`src/rtl/char_in_feeder.sv`:
```
// Byte FIFO that feeds io_inpr / io_fgiset one character per FGI handshake.
// Define CHAR_IN_FEEDER_TRISTATE_EN to float io_inpr outside SET, WAIT_SET and WAIT_CLR.
module char_in_feeder #(
   parameter int DEPTH       = 16,
   parameter int GAP_CYCLES  = 4,
   parameter int SET_TIMEOUT = 64
) (
   input  logic                     io_clock,
   input  logic                     io_reset_n,
   input  logic                     io_wr_en,
   input  logic [7:0]               io_wr_data,
   input  logic                     io_fgi,
   output logic [7:0]               io_inpr,
   output logic                     io_fgiset,
   output logic                     io_full,
   output logic                     io_empty,
   output logic [$clog2(DEPTH):0]   io_count,
   output logic                     io_overflow,
   output logic                     io_busy
);

   localparam int AW = $clog2(DEPTH);
   localparam int CW = AW + 1;
   localparam int TW = $clog2(SET_TIMEOUT + 1);
   localparam int GW = (GAP_CYCLES < 1) ? 1 : $clog2(GAP_CYCLES + 1);

   typedef enum logic [2:0] {
      IDLE,
      LOAD,
      SET,
      WAIT_SET,
      WAIT_CLR,
      GAP
   } state_t;

   logic [7:0]    mem [DEPTH];

   state_t        state_q, state_d;
   logic [AW-1:0] wr_ptr_q, wr_ptr_d;
   logic [AW-1:0] rd_ptr_q, rd_ptr_d;
   logic [CW-1:0] count_q, count_d;
   logic          full_q, full_d;
   logic          empty_q, empty_d;
   logic          overflow_q, overflow_d;
   logic [7:0]    inpr_q, inpr_d;
   logic          fgiset_q, fgiset_d;
   logic          busy_q, busy_d;
   logic [TW-1:0] tmo_q, tmo_d;
   logic [GW-1:0] gap_q, gap_d;

   logic          push;
   logic          pop;

   // The only pop is the LOAD cycle, which is entered solely from a non-empty FIFO.
   assign push = io_wr_en & ~full_q;
   assign pop  = (state_q == LOAD);

   always_comb begin
      wr_ptr_d   = wr_ptr_q;
      rd_ptr_d   = rd_ptr_q;
      count_d    = count_q;
      overflow_d = overflow_q | (io_wr_en & full_q);
      if (push) begin
         wr_ptr_d = wr_ptr_q + 1'b1;
      end
      if (pop) begin
         rd_ptr_d = rd_ptr_q + 1'b1;
      end
      case ({push, pop})
         2'b10:   count_d = count_q + 1'b1;
         2'b01:   count_d = count_q - 1'b1;
         default: count_d = count_q;
      endcase
      full_d  = (count_d == CW'(DEPTH));
      empty_d = (count_d == '0);
   end

   always_comb begin
      state_d = state_q;
      inpr_d  = inpr_q;
      tmo_d   = tmo_q;
      gap_d   = gap_q;
      unique case (state_q)
         IDLE: begin
            if (!empty_q && !io_fgi) begin
               state_d = LOAD;
            end
         end
         LOAD: begin
            inpr_d  = mem[rd_ptr_q];
            state_d = SET;
         end
         SET: begin
            tmo_d   = '0;
            state_d = WAIT_SET;
         end
         WAIT_SET: begin
            if (io_fgi) begin
               state_d = WAIT_CLR;
            end else begin
               tmo_d = tmo_q + 1'b1;
               if (tmo_d == TW'(SET_TIMEOUT)) begin
                  state_d = SET;
               end
            end
         end
         WAIT_CLR: begin
            if (!io_fgi) begin
               gap_d   = GW'(GAP_CYCLES);
               state_d = GAP;
            end
         end
         GAP: begin
            // A loaded count of 0 or 1 both give a single GAP cycle.
            if (gap_q <= GW'(1)) begin
               state_d = IDLE;
            end else begin
               gap_d = gap_q - 1'b1;
            end
         end
         default: begin
            state_d = IDLE;
         end
      endcase
      fgiset_d = (state_d == SET);
      busy_d   = (state_d != IDLE);
   end

   always_ff @(posedge io_clock) begin
      if (push) begin
         mem[wr_ptr_q] <= io_wr_data;
      end
   end

   always_ff @(posedge io_clock or negedge io_reset_n) begin
      if (!io_reset_n) begin
         state_q    <= IDLE;
         wr_ptr_q   <= '0;
         rd_ptr_q   <= '0;
         count_q    <= '0;
         full_q     <= 1'b0;
         empty_q    <= 1'b1;
         overflow_q <= 1'b0;
         inpr_q     <= 8'h00;
         fgiset_q   <= 1'b0;
         busy_q     <= 1'b0;
         tmo_q      <= '0;
         gap_q      <= '0;
      end else begin
         state_q    <= state_d;
         wr_ptr_q   <= wr_ptr_d;
         rd_ptr_q   <= rd_ptr_d;
         count_q    <= count_d;
         full_q     <= full_d;
         empty_q    <= empty_d;
         overflow_q <= overflow_d;
         inpr_q     <= inpr_d;
         fgiset_q   <= fgiset_d;
         busy_q     <= busy_d;
         tmo_q      <= tmo_d;
         gap_q      <= gap_d;
      end
   end

`ifdef CHAR_IN_FEEDER_TRISTATE_EN
   assign io_inpr = ((state_q == SET) || (state_q == WAIT_SET) || (state_q == WAIT_CLR))
                    ? inpr_q : 8'hzz;
`else
   assign io_inpr = inpr_q;
`endif

   assign io_fgiset   = fgiset_q;
   assign io_full     = full_q;
   assign io_empty    = empty_q;
   assign io_count    = count_q;
   assign io_overflow = overflow_q;
   assign io_busy     = busy_q;

endmodule
```
`config.mk`:
```
export PLATFORM = sky130hd
export DESIGN_NAME = char_in_feeder
export DESIGN_NICKNAME = d
export VERILOG_FILES = /design/src/rtl/char_in_feeder.sv
export SDC_FILE = /design/constraint.sdc
export NUM_CORES = 1
export LEC_CHECK = 0
export CAP_MARGIN = 20
export CELL_PAD_IN_SITES_DETAIL_PLACEMENT = 1
export CELL_PAD_IN_SITES_GLOBAL_PLACEMENT = 1
export CORE_MARGIN = 5
export CORE_UTILIZATION = 30
export DETAILED_ROUTE_END_ITERATION = 10
export PLACE_DENSITY_LB_ADDON = 0.1
export SKIP_LAST_GASP = 1
export SYNTH_ARGS = -nofsm -noshare
export SYNTH_HDL_FRONTEND = slang
export SYNTH_SLANG_ARGS = --single-unit
```
`constraint.sdc`:
```
create_clock -name io_clock -period 3.1 [get_ports io_clock]
set_clock_uncertainty 0.1 [all_clocks]
set_input_delay 0.465 -clock io_clock [delete_from_list [all_inputs] [get_ports io_clock]]
set_output_delay 0.465 -clock io_clock [all_outputs]
set_load 0.05 [all_outputs]
```
==> parameters.txt <==
Parameter                              Value

Hold path
  Hold Crit Class ... input port to async pin

Routing
  Sum of routed wire length over all layers ... 15.7 mm
  Met2 routed WL ... 7.52 mm
  Vias per cell ... 4.78
  Number of routed nets with antenna violations ... 0
  DRC violation count after routing ... 0
  Total vias in the final route ... 3635
  Iteration-0 DRC Markers ... 185
  Metal-1 WL ... 7.62 mm
  Routed length on met3 ... 341 µm
  Detailed-router iteration count before antenna repair ... 4
  Top sig layer ... met4
  WL per Instance ... 20.7 µm

Setup path
  Critical path arrival ... 2.90 ns
  Cell type group with the largest total delay on the critical path ... compound AO/OA/AOI/OAI gates
  Slowest library cell on the worst path ... sky130_fd_sc_hd__dfrtp_1
  Critical Path End Type ... flip-flop
  Crit-path most repeated cell ... sky130_fd_sc_hd__ha_1
  Sequence of cells on the critical path ... inv_1, nand3_1, clkinv_1, ha_1, ha_1, nor2b_1, o21a_1, o311ai_1, o311ai_2, and2_1
  Source of the worst register-to-register timing path ... state_q[2]
  Longest individual stage delay on the worst path ... 0.47 ns
  Crit path launch ... state_q[2]
  Crit start category ... flip-flop
  Worst Path Buf+Inv ... 2
  Maximum net fanout on the critical path ... 6
  Classification of the worst setup path ... flip-flop to flip-flop
  Required time of the critical path ... 3.31 ns

Global route
  Overall Global Routing Usage ... 0.128
  Global-route wire length before repair ... 24.8 mm
  Sum of overflow across all layers after global routing ... 0
  Pin count of the biggest net entering global routing ... 40
  Antenna violations before repair ... 0
  Via count of the first global-routing pass ... 4077

CTS
  Level count of the clock H-tree ... 4
  Number of sinks driven by the clock tree ... 167
  Number of buffers created by CTS ... 17
  CTS tree ... built
  Post-CTS Setup Repair Bufs ... 0
  Hold-fix buffer count after cts ... 0
  Clock root cell ... sky130_fd_sc_hd__clkbuf_16
  Clock latency reported for the late side of the worst-skew pair ... 0.43 ns
  Total of cells resized after clock tree synthesis ... 0
  Max clock buf depth ... 2
  Clock-pin slew of the registers on the worst-case setup and hold paths ... 0.07 ns

STA
  Final count of negative-setup-slack endpoints ... 0
  Fmax ... 371 MHz
  Tcrit/Tclk final ... 0.869
  Least setup slack across all paths after layout ... 0.406 ns
  Minimum period implied by the final worst setup slack ... 2.69 ns
  Unrepaired setup endpoints after global routing ... false
  Pin slew with the least headroom to its limit ... 0.661 ns
  Headroom to the max-slew limit ... 0.559
  Max-slew violation total from the final report ... 0
  Final hold violations ... 0
  Summed negative setup slack over all endpoints ... 0 ns

Logic synthesis
  Mapped cell area ... 0.00691 mm²
  Most area-hungry cell type in the Yosys netlist ... sky130_fd_sc_hd__edfxtp_1
  Most used standard cells in the synthesized netlist ... 128 x sky130_fd_sc_hd__edfxtp_1, 38 x sky130_fd_sc_hd__dfrtp_1, 31 x sky130_fd_sc_hd__mux4_2, 22 x sky130_fd_sc_hd__nand2_1, 18 x sky130_fd_sc_hd__and2_1
  Flops & latches, synth ... 167
  Prevailing post-synth register cell ... sky130_fd_sc_hd__edfxtp_1
  Syn avg cell area ... 16.9 µm²
  Async set or reset register ratio after synthesis ... 0.234
  Yosys synthesis warning count ... 0
  Number of flops mapped to enable cells by yosys ... 128
  Share of the yosys chip area belonging to registers ... 0.697
  Net count after synthesis ... 434
  Cell types occupying the most area after synthesis ... sky130_fd_sc_hd__edfxtp_1 56%, sky130_fd_sc_hd__dfrtp_1 14%, sky130_fd_sc_hd__mux4_2 10%, sky130_fd_sc_hd__mux2i_1 2.5%, sky130_fd_sc_hd__ha_1 2.2%
  Most frequent cell after synthesis ... sky130_fd_sc_hd__edfxtp_1
  Number of distinct library cell variants in the gate-level netlist after synthesis ... 49
  Synth Instances ... 409
  Top cell type's share of synthesized area ... 0.556

Floorplan
  Die height ... 162 µm
  Row Count ... 55
  Floorplan die area ... 0.0262 mm²
  Total I/O pin count ... 30
  Core outline area ... 0.0226 mm²
  Die X ... 162 µm
  Starting Density ... 0.305

Power
  Cell Pwr Density ... 974 mW/mm²
  Leakage power summed over all cells ... 2.90 nW
  Total power ... 8.02 mW
  Peak supply drop ... 0.000278 V

Cells and area
  Layout cell share with drive strength beyond 1 ... 0.192
  Count of antenna diodes in the layout ... 0
  Final cell count without fillers ... 760
  Register area ... 0.00482 mm²
  Number of nets at the end of the flow ... 487
  Fillers ... 2269
  Area growth syn-to-layout ... 19.1%
  Final standard cell utilization of the core ... 0.364
  Footprint of the multi-input gates ... 0.00195 mm²

Placed design
  Worst setup slack before clock tree synthesis ... -0.000911 ns
  Detailed placement HPWL ... 10.6 mm
  I/O Buffers ... 29
  Placer congestion estimate ... 0.722
  Cell count after placement ... 728

Status
  Status ... completed

Run
  MaxCap Viol Count ... 0
-- sequential cells by signal, summed over array words and instances (netlist names), 3 cells and up --
register  count
mem         128
io_inpr       8
gap_q         3
wr_ptr_q      4
state_q       3
io_count      5
rd_ptr_q      4
tmo_q         7
-- cell type report --
type,count,area share
Sequential cell,167,0.585
Multi-Input combinational cell,213,0.237
Timing Repair Buffer,49,0.0544
Clock buffer,18,0.0521
Tap cell,285,0.0433
Clock inverter,14,0.0214
Inverter,14,0.00638
-- where the power goes --
group          switching [mW]  internal [mW]  total (mW)
combinational            1.53           1.17        2.70
clock                   0.953           1.22        2.18
sequential              0.332           2.81        3.14
total                    2.82           5.20        8.02
-- layer usage --
metal  GRT usage  vias up
met2       0.202       33
met1       0.176     1905
met5           0        -
met4      0.0427        0
met3      0.0261       15
li1            -     1682
-- worst paths after layout --
check                              end  slack [ns]  depth (start not counted)
max reg2reg                    io_full        0.41                         10
min in group io_clock      io_overflow        0.37                          1
max                            io_full        0.41                         10
min                        io_count[2]        0.01                          2
min reg2reg                io_overflow        0.37                          1
max in group asynchronous  rd_ptr_q[0]        2.45                          2
-- cells by family (layout without fill, tap and decap cells) --
logic type      count (synthesis)  count (layout)  share of synthesized area
compound gates                 54              54                     0.0512
simple gates                   87              87                     0.0666
mux                            49              49                      0.127
buf+inv                        29              95                     0.0203
xor+xnor                       10              10                     0.0127
flops                         167             167                      0.697
fa+ha+maj                      13              13                     0.0246
-- placed cells by master, fill, tap and decap left out, types with 8 or more instances in the layout --
master,Yosys,routed
sky130_fd_sc_hd__nand2_1,22,22
sky130_fd_sc_hd__edfxtp_1,128,128
sky130_fd_sc_hd__mux4_2,31,31
sky130_fd_sc_hd__nor2_1,13,13
sky130_fd_sc_hd__inv_1,13,13
sky130_fd_sc_hd__ha_1,12,12
sky130_fd_sc_hd__buf_4,1,19
sky130_fd_sc_hd__o21ai_1,8,8
sky130_fd_sc_hd__clkbuf_16,0,17
sky130_fd_sc_hd__dfrtp_1,38,37
sky130_fd_sc_hd__and2_1,18,18
sky130_fd_sc_hd__clkdlybuf4s50_1,0,28
sky130_fd_sc_hd__a21oi_1,11,11
sky130_fd_sc_hd__o21ai_0,16,16
sky130_fd_sc_hd__mux2i_1,17,17
-- through the flow --
| step | instance area (µm²) | hold slack (ns) |
|---|---|---|
| 3_3_place_gp | 7630 | 0.342 |
| 2_1_floorplan | 6910 | 0.0694 |
| 4_1_cts | 8240 | 0.0341 |
| 6_report | 8240 | 0.0134 |
| 3_5_place_dp | 7630 | 0.352 |
| 5_1_grt | 8240 | 0.0617 |
(Power assumes the default switching activity.)
